File: src/rtl/audio_pkg.sv
// Shared audio types and widths for the I2S blocks.
//   AUDIO_DATA_WIDTH : bits per channel sample
//   I2S_SLOT_WIDTH   : bit-clock periods per channel slot
//   audio_sample_t   : one two's-complement channel sample
//   audio_frame_t    : a left/right sample pair
package audio_pkg;

  localparam int unsigned AUDIO_DATA_WIDTH = 24;
  localparam int unsigned I2S_SLOT_WIDTH   = 32;

  typedef logic [AUDIO_DATA_WIDTH-1:0] audio_sample_t;

  typedef struct packed {
    audio_sample_t left;
    audio_sample_t right;
  } audio_frame_t;

endpackage

File: src/rtl/i2s_clock_generator.sv
// I2S master clock generator: divides i_clock into BCLK, steps the slot index
// on BCLK falling edges and derives LRCLK from it.
//   i_clock, i_reset  : system clock, synchronous active-high reset
//   o_bit_clock       : BCLK (registered)
//   o_lr_clock        : LRCLK, 0 = left, 1 = right (registered)
//   o_fall_tick_c     : high in the cycle whose edge makes BCLK fall
//   o_frame_start_c   : fall tick on which the slot index wraps to 0
//   o_next_index_c    : slot index that takes effect on this fall tick
module i2s_clock_generator
  import audio_pkg::*;
#(
  parameter int unsigned CLOCK_DIVIDER = 4,
  parameter int unsigned SLOT_WIDTH    = I2S_SLOT_WIDTH
) (
  input  logic                              i_clock,
  input  logic                              i_reset,
  output logic                              o_bit_clock,
  output logic                              o_lr_clock,
  output logic                              o_fall_tick_c,
  output logic                              o_frame_start_c,
  output logic [$clog2(2*SLOT_WIDTH)-1:0]   o_next_index_c
);

  localparam int unsigned CNT_W = $clog2(CLOCK_DIVIDER);
  localparam int unsigned IDX_W = $clog2(2*SLOT_WIDTH);

  logic [CNT_W-1:0] cnt_q, cnt_d;
  logic             bclk_q, bclk_d;
  logic [IDX_W-1:0] idx_q, idx_d;
  logic             lr_q, lr_d;
  logic             terminal;
  logic             idx_last;

  // Divider, BCLK toggle, slot index and LRCLK next-state.
  always_comb begin
    terminal        = (cnt_q == CNT_W'(CLOCK_DIVIDER - 1));
    idx_last        = (idx_q == IDX_W'(2*SLOT_WIDTH - 1));
    cnt_d           = terminal ? '0 : cnt_q + CNT_W'(1);
    bclk_d          = bclk_q ^ terminal;
    o_fall_tick_c   = terminal & bclk_q;
    o_frame_start_c = o_fall_tick_c & idx_last;
    o_next_index_c  = idx_last ? '0 : idx_q + IDX_W'(1);
    idx_d           = idx_q;
    lr_d            = lr_q;
    if (o_fall_tick_c) begin
      idx_d = o_next_index_c;
      lr_d  = (o_next_index_c >= IDX_W'(SLOT_WIDTH));
    end
  end

  always_ff @(posedge i_clock) begin
    if (i_reset) begin
      cnt_q  <= '0;
      bclk_q <= 1'b0;
      idx_q  <= IDX_W'(2*SLOT_WIDTH - 1);
      lr_q   <= 1'b1;
    end else begin
      cnt_q  <= cnt_d;
      bclk_q <= bclk_d;
      idx_q  <= idx_d;
      lr_q   <= lr_d;
    end
  end

  assign o_bit_clock = bclk_q;
  assign o_lr_clock  = lr_q;

endmodule

File: src/rtl/i2s_master_transmitter.sv
// I2S master transmitter: generates BCLK/LRCLK and serializes left/right
// samples MSB first with the I2S one-bit delay. Input pairs pass through a
// single holding register that is loaded into the frame shifter at frame start.
//   i_clock, i_reset             : system clock, synchronous active-high reset
//   i_data_left/right, i_data_valid, o_data_ready : sample pair handshake
//   o_codec_bit_clock/lr_clock/dac_data           : I2S link to the codec
//   o_underrun                   : one-cycle pulse, frame started with no pair
module i2s_master_transmitter
  import audio_pkg::*;
#(
  parameter int unsigned CLOCK_DIVIDER = 4,
  parameter int unsigned DATA_WIDTH    = AUDIO_DATA_WIDTH,
  parameter int unsigned SLOT_WIDTH    = I2S_SLOT_WIDTH
) (
  input  logic                  i_clock,
  input  logic                  i_reset,
  input  logic [DATA_WIDTH-1:0] i_data_left,
  input  logic [DATA_WIDTH-1:0] i_data_right,
  input  logic                  i_data_valid,
  output logic                  o_data_ready,
  output logic                  o_codec_bit_clock,
  output logic                  o_codec_lr_clock,
  output logic                  o_codec_dac_data,
  output logic                  o_underrun
);

  localparam int unsigned IDX_W = $clog2(2*SLOT_WIDTH);

  logic             fall_tick;
  logic             frame_start;
  logic [IDX_W-1:0] next_index;

  i2s_clock_generator #(
    .CLOCK_DIVIDER (CLOCK_DIVIDER),
    .SLOT_WIDTH    (SLOT_WIDTH)
  ) u_clock_generator (
    .i_clock         (i_clock),
    .i_reset         (i_reset),
    .o_bit_clock     (o_codec_bit_clock),
    .o_lr_clock      (o_codec_lr_clock),
    .o_fall_tick_c   (fall_tick),
    .o_frame_start_c (frame_start),
    .o_next_index_c  (next_index)
  );

  logic [DATA_WIDTH-1:0] hold_left_q, hold_left_d;
  logic [DATA_WIDTH-1:0] hold_right_q, hold_right_d;
  logic [DATA_WIDTH-1:0] shift_left_q, shift_left_d;
  logic [DATA_WIDTH-1:0] shift_right_q, shift_right_d;
  logic                  ready_q, ready_d;
  logic                  underrun_q, underrun_d;
  logic                  dac_q, dac_d;

  logic                  chan_right;
  logic [IDX_W-1:0]      pos;
  logic [IDX_W-1:0]      bit_sel;
  logic                  in_data;
  logic [DATA_WIDTH-1:0] sample;
  logic [DATA_WIDTH-1:0] shifted;

  // Holding register, frame load, underrun and serial data next-state.
  // ready_q low means the holding register is full.
  always_comb begin
    hold_left_d   = hold_left_q;
    hold_right_d  = hold_right_q;
    shift_left_d  = shift_left_q;
    shift_right_d = shift_right_q;
    ready_d       = ready_q;
    underrun_d    = 1'b0;
    dac_d         = dac_q;

    // Channel position of the slot index entered on this fall tick.
    chan_right = (next_index >= IDX_W'(SLOT_WIDTH));
    pos        = chan_right ? next_index - IDX_W'(SLOT_WIDTH) : next_index;
    in_data    = (pos != '0) && (pos <= IDX_W'(DATA_WIDTH));
    bit_sel    = IDX_W'(DATA_WIDTH) - pos;
    sample     = chan_right ? shift_right_q : shift_left_q;
    shifted    = sample >> bit_sel;

    // Position 0 always sends 0, so the shifter can reload on frame start.
    if (frame_start) begin
      if (!ready_q) begin
        shift_left_d  = hold_left_q;
        shift_right_d = hold_right_q;
        ready_d       = 1'b1;
      end else begin
        shift_left_d  = '0;
        shift_right_d = '0;
        underrun_d    = 1'b1;
      end
    end

    if (fall_tick) begin
      dac_d = in_data & shifted[0];
    end

    // Accept only when empty, so this never collides with a frame load.
    if (i_data_valid && ready_q) begin
      hold_left_d  = i_data_left;
      hold_right_d = i_data_right;
      ready_d      = 1'b0;
    end
  end

  always_ff @(posedge i_clock) begin
    if (i_reset) begin
      hold_left_q   <= '0;
      hold_right_q  <= '0;
      shift_left_q  <= '0;
      shift_right_q <= '0;
      ready_q       <= 1'b1;
      underrun_q    <= 1'b0;
      dac_q         <= 1'b0;
    end else begin
      hold_left_q   <= hold_left_d;
      hold_right_q  <= hold_right_d;
      shift_left_q  <= shift_left_d;
      shift_right_q <= shift_right_d;
      ready_q       <= ready_d;
      underrun_q    <= underrun_d;
      dac_q         <= dac_d;
    end
  end

  assign o_data_ready     = ready_q;
  assign o_underrun       = underrun_q;
  assign o_codec_dac_data = dac_q;

endmodule

File: config.mk
export PLATFORM = sky130hd
export DESIGN_NAME = i2s_master_transmitter
export DESIGN_NICKNAME = d
export VERILOG_FILES = /design/src/rtl/audio_pkg.sv /design/src/rtl/i2s_clock_generator.sv /design/src/rtl/i2s_master_transmitter.sv
export SDC_FILE = /design/constraint.sdc
export NUM_CORES = 1
export LEC_CHECK = 0
export ABC_CLOCK_PERIOD_IN_PS = 3400
export BUFFER_PORTS_ARGS = -buffer_cell sky130_fd_sc_hd__buf_2
export CORE_MARGIN = 2
export CORE_UTILIZATION = 29
export DETAILED_ROUTE_END_ITERATION = 12
export PLACE_DENSITY = 0.55
export SLEW_MARGIN = 10
export SYNTH_ARGS = -nofsm -noshare
export SYNTH_HDL_FRONTEND = slang
export SYNTH_SLANG_ARGS = --single-unit
File: constraint.sdc
create_clock -name i_clock -period 3.4 [get_ports i_clock]
set_clock_uncertainty 0.05 [all_clocks]
set_input_delay 0.34 -clock i_clock [delete_from_list [all_inputs] [get_ports i_clock]]
set_output_delay 0.34 -clock i_clock [all_outputs]
set_load 0.02 [all_outputs]
==> impl_metrics.json <==
{
  "outcome": "complete, no violations",
  "synthMuxAreaShare_pct": 2.09,
  "setup_viol": 0,
  "ys_seq_elements": 108,
  "sw_frac_of_total_pct": 24.1,
  "cp.required_ns": 3.62,
  "reg2reg_to": "o_codec_dac_data$_SDFFE_PP0P_",
  "mostFrequentLayoutCell": "dfxtp_1",
  "layout_common_cells": "dfxtp_1 (108), a21oi_1 (101), nand2_1 (99)",
  "gp_congestion": 0.812,
  "fin_setup_tns_ns": 0,
  "start_util_pct": 29.5,
  "synth-async-reset-ratio_pct": 0,
  "synthDistinctLibCells": 50,
  "startpoint": "u_clock_generator.idx_q[2]$_SDFFE_PP1P_",
  "ir_drop_v": 0.000231,
  "synth_edf_count": 0,
  "synth_top_family_by_area": "simple AND/OR/NAND/NOR gates",
  "p_per_area_nw_per_um2": 468,
  "holdBufCountCts": 0,
  "num_antenna_cells": 0,
  "fin_total_pwr_mw": 2.50,
  "regToRegSetupSlack_ns": 0.40,
  "min_path_type": "input pin to flop",
  "synth_seq_area_share_pct": 46.3,
  "synth_xor_area_share_pct": 0.938,
  "numClockSinks": 108,
  "synth-simple-area-share_pct": 27.2,
  "post_cts_buffers": 0,
  "grt_pass1_wl_um": 19000,
  "hold_viol_final": 0,
  "drcViolationCount": 0,
  "cts.clk_slew.worst_paths_ns": 0.07,
  "drt_iter0_drc": 158,
  "crit_path_cell_trace": "nand3_4, or3_1, nand2_4, a211oi_1, or4_1, nor4bb_1, a221oi_2",
  "place_inst": 796,
  "grt_max_degree": 99,
  "io_pins": 56,
  "fmax_ghz": 0.333,
  "yosysTopAreaCell": "dfxtp_1",
  "routed_via_density": 4.82,
  "firstDrtPassIters": 4,
  "dieArea_um2": 17100,
  "area_growth_pct": 14.1,
  "synth_compound_area_share_pct": 18.0,
  "crit_slowest_cell": "dfxtp_1",
  "cpPeakStageDelay_ns": 0.78,
  "vias": 3912,
  "dp_hpwl_um": 7630,
  "seqPwrFrac_pct": 53.1,
  "crit_end": "o_codec_dac_data$_SDFFE_PP0P_",
  "ys_top_cells_by_area": "dfxtp_1 (46%), a21oi_1 (11%), nor3b_1 (8.2%)",
  "p_comb_share_pct": 7.2,
  "io_buffer_count": 55,
  "antenna_left": 0,
  "fin_nets": 645,
  "htree_levels": 3,
  "grt_pass1_vias": 3716,
  "maxCapViolCount": 0,
  "end_kind": "flop",
  "grt_usage_pct": 14.3,
  "clk_latency_ns": 0.36,
  "nFillCells": 1681,
  "cts_tree": "built",
  "p_switching_uw": 601,
  "cts_resized": 0,
  "hold_ws_ns": 0.165,
  "tightest_slew_ns": 0.716,
  "die_w_um": 131,
  "core_area_um2": 15800,
  "rows": 46,
  "crit_fanout": 19,
  "grt_use_met3_pct": 3.30,
  "ys_warn_count": 0,
  "reg2reg_depth": 7,
  "cts_buffer_depth": 2,
  "use_met1_pct": 18.5,
  "cts_root_buf": "clkbuf_16",
  "die_y_um": 131,
  "path_class": "flop to flop",
  "synth_nets": 623,
  "period_share_pct": 88.3,
  "antenna_found_initial": 0,
  "drive_gt1_share_pct": 14.8,
  "grt_setup_unrepaired": "no",
  "synth_ff_type": "dfxtp_1",
  "synth_cells": 569,
  "met2_usage_pct": 23.2,
  "drt_wl_total_um": 11400,
  "synth_area_per_cell_um2": 8.21,
  "maxSlewHeadroom_pct": 52.2,
  "grt_most_used_layer": "met2",
  "fin_crit_ns": 3.00,
  "internal-power_mw": 1.89,
  "synthesis.area_um2": 4670,
  "startpoint_type": "flop",
  "clock_power_share_pct": 39.8,
  "synth_fa_ha_area_share_pct": 0.804,
  "maxSlewViolCount": 0,
  "cts_buffers": 9,
  "netlist.area_leader.share_pct": 46.3,
  "p_leak_nw": 1.99,
  "final_cells": 811,
  "cp.arrival_ns": 3.23,
  "grt_overflow": 0,
  "r2r-start": "u_clock_generator.idx_q[2]$_SDFFE_PP1P_",
  "routedWlPerCell_um": 14.1
}
## final cells by class
| class | instances | area, um2 | share of cell area [%] |
|---|---|---|---|
| multi-input cells | 411 | 2290 | 42.9 |
| flip-flops and latches | 108 | 2160 | 40.6 |
| repair buffers | 61 | 335 | 6.29 |
| well taps | 216 | 270 | 5.07 |
| clock buffers | 11 | 243 | 4.55 |
| clock inverters | 4 | 32.5 | 0.610 |
## power by group through the flow
stage / sequential (mW) / combinational [mW] / clock [mW]
finish: 1.32 / 0.179 / 0.992
global route: 1.33 / 0.205 / 1.08
CTS: 1.32 / 0.182 / 1.04
detailed placement: 1.35 / 0.182 / 0
global placement: 1.35 / 0.178 / 0
floorplan: 1.35 / 0.126 / 0
## layer usage
layer  wire, um  vias to the layer above  part of all wire [%]
li1           -                     2012                     -
met1       5540                     1824                    48
met2       5240                       60                    46
met3        432                       16                   3.8
met4        225                        0                   2.0
met5          0                        -                     0
## how the worst min path moves through the flow
stage | start | to | slack (ns) | cells after the start
floorplan | u_clock_generator.cnt_q[0]$_SDFF_PP0_ | u_clock_generator.cnt_q[0]$_SDFF_PP0_ | 0.36 | 1
global placement | u_clock_generator.cnt_q[0]$_SDFF_PP0_ | u_clock_generator.cnt_q[0]$_SDFF_PP0_ | 0.37 | 1
detailed placement | u_clock_generator.cnt_q[0]$_SDFF_PP0_ | u_clock_generator.cnt_q[0]$_SDFF_PP0_ | 0.38 | 1
CTS | i_data_left[16] | hold_left_q[16]$_SDFFE_PP0P_ | 0.15 | 3
global route | i_data_left[10] | hold_left_q[10]$_SDFFE_PP0P_ | 0.17 | 3
finish | i_data_left[16] | hold_left_q[16]$_SDFFE_PP0P_ | 0.17 | 3
## critical path, delay by kind of cell, from the launching register on
kind | cells | cell delay [ns]
AO/OA/AOI/OAI | 2 | 0.28
AND/OR/NAND/NOR | 5 | 1.80
flip-flops | 1 | 0.78
## kinds of logic (layout without fill, tap and decap cells)
| kind of cell | count (synthesis) | count (layout) |
|---|---|---|
| compound gates | 144 | 144 |
| xor+xnor | 5 | 5 |
| flops | 108 | 108 |
| fa+ha+maj | 3 | 3 |
| mux | 9 | 9 |
| buf+inv | 50 | 76 |
| simple gates | 250 | 250 |
## through the flow
stage,util (%),setup slack (ns),cell area [um2]
2_1_floorplan,-,1.13,4670
3_3_place_gp,31.9,0.489,5050
3_5_place_dp,31.9,0.425,5050
4_1_cts,33.7,0.426,5330
5_1_grt,33.7,0.266,5330
6_report,33.7,0.398,5330
## Yosys cell counts (all sizes together), types with 2 or more instances
master / instances
dfxtp: 108
a21oi: 101
nand2: 100
nor2: 55
nor3b: 51
clkbuf: 37
and3: 17
buf: 13
a211oi: 12
nor2b: 7
mux2: 6
a211o: 5
a31oi: 4
nand2b: 4
o31ai: 4
a21boi: 3
ha: 3
mux2i: 3
nand3: 3
nor4: 3
o21ai: 3
xnor2: 3
a221oi: 2
nand4: 2
o21bai: 2
o22ai: 2
xor2: 2
## sequential cells by signal, indices dropped and copies added, names as in the netlist, 2 cells and up
register and cells:
shift_right_q 24, shift_left_q 24, hold_right_q 24, hold_left_q 24
u_clock_generator.cnt_q 2, u_clock_generator.idx_q 5
Power figures use the tool's default switching activity.
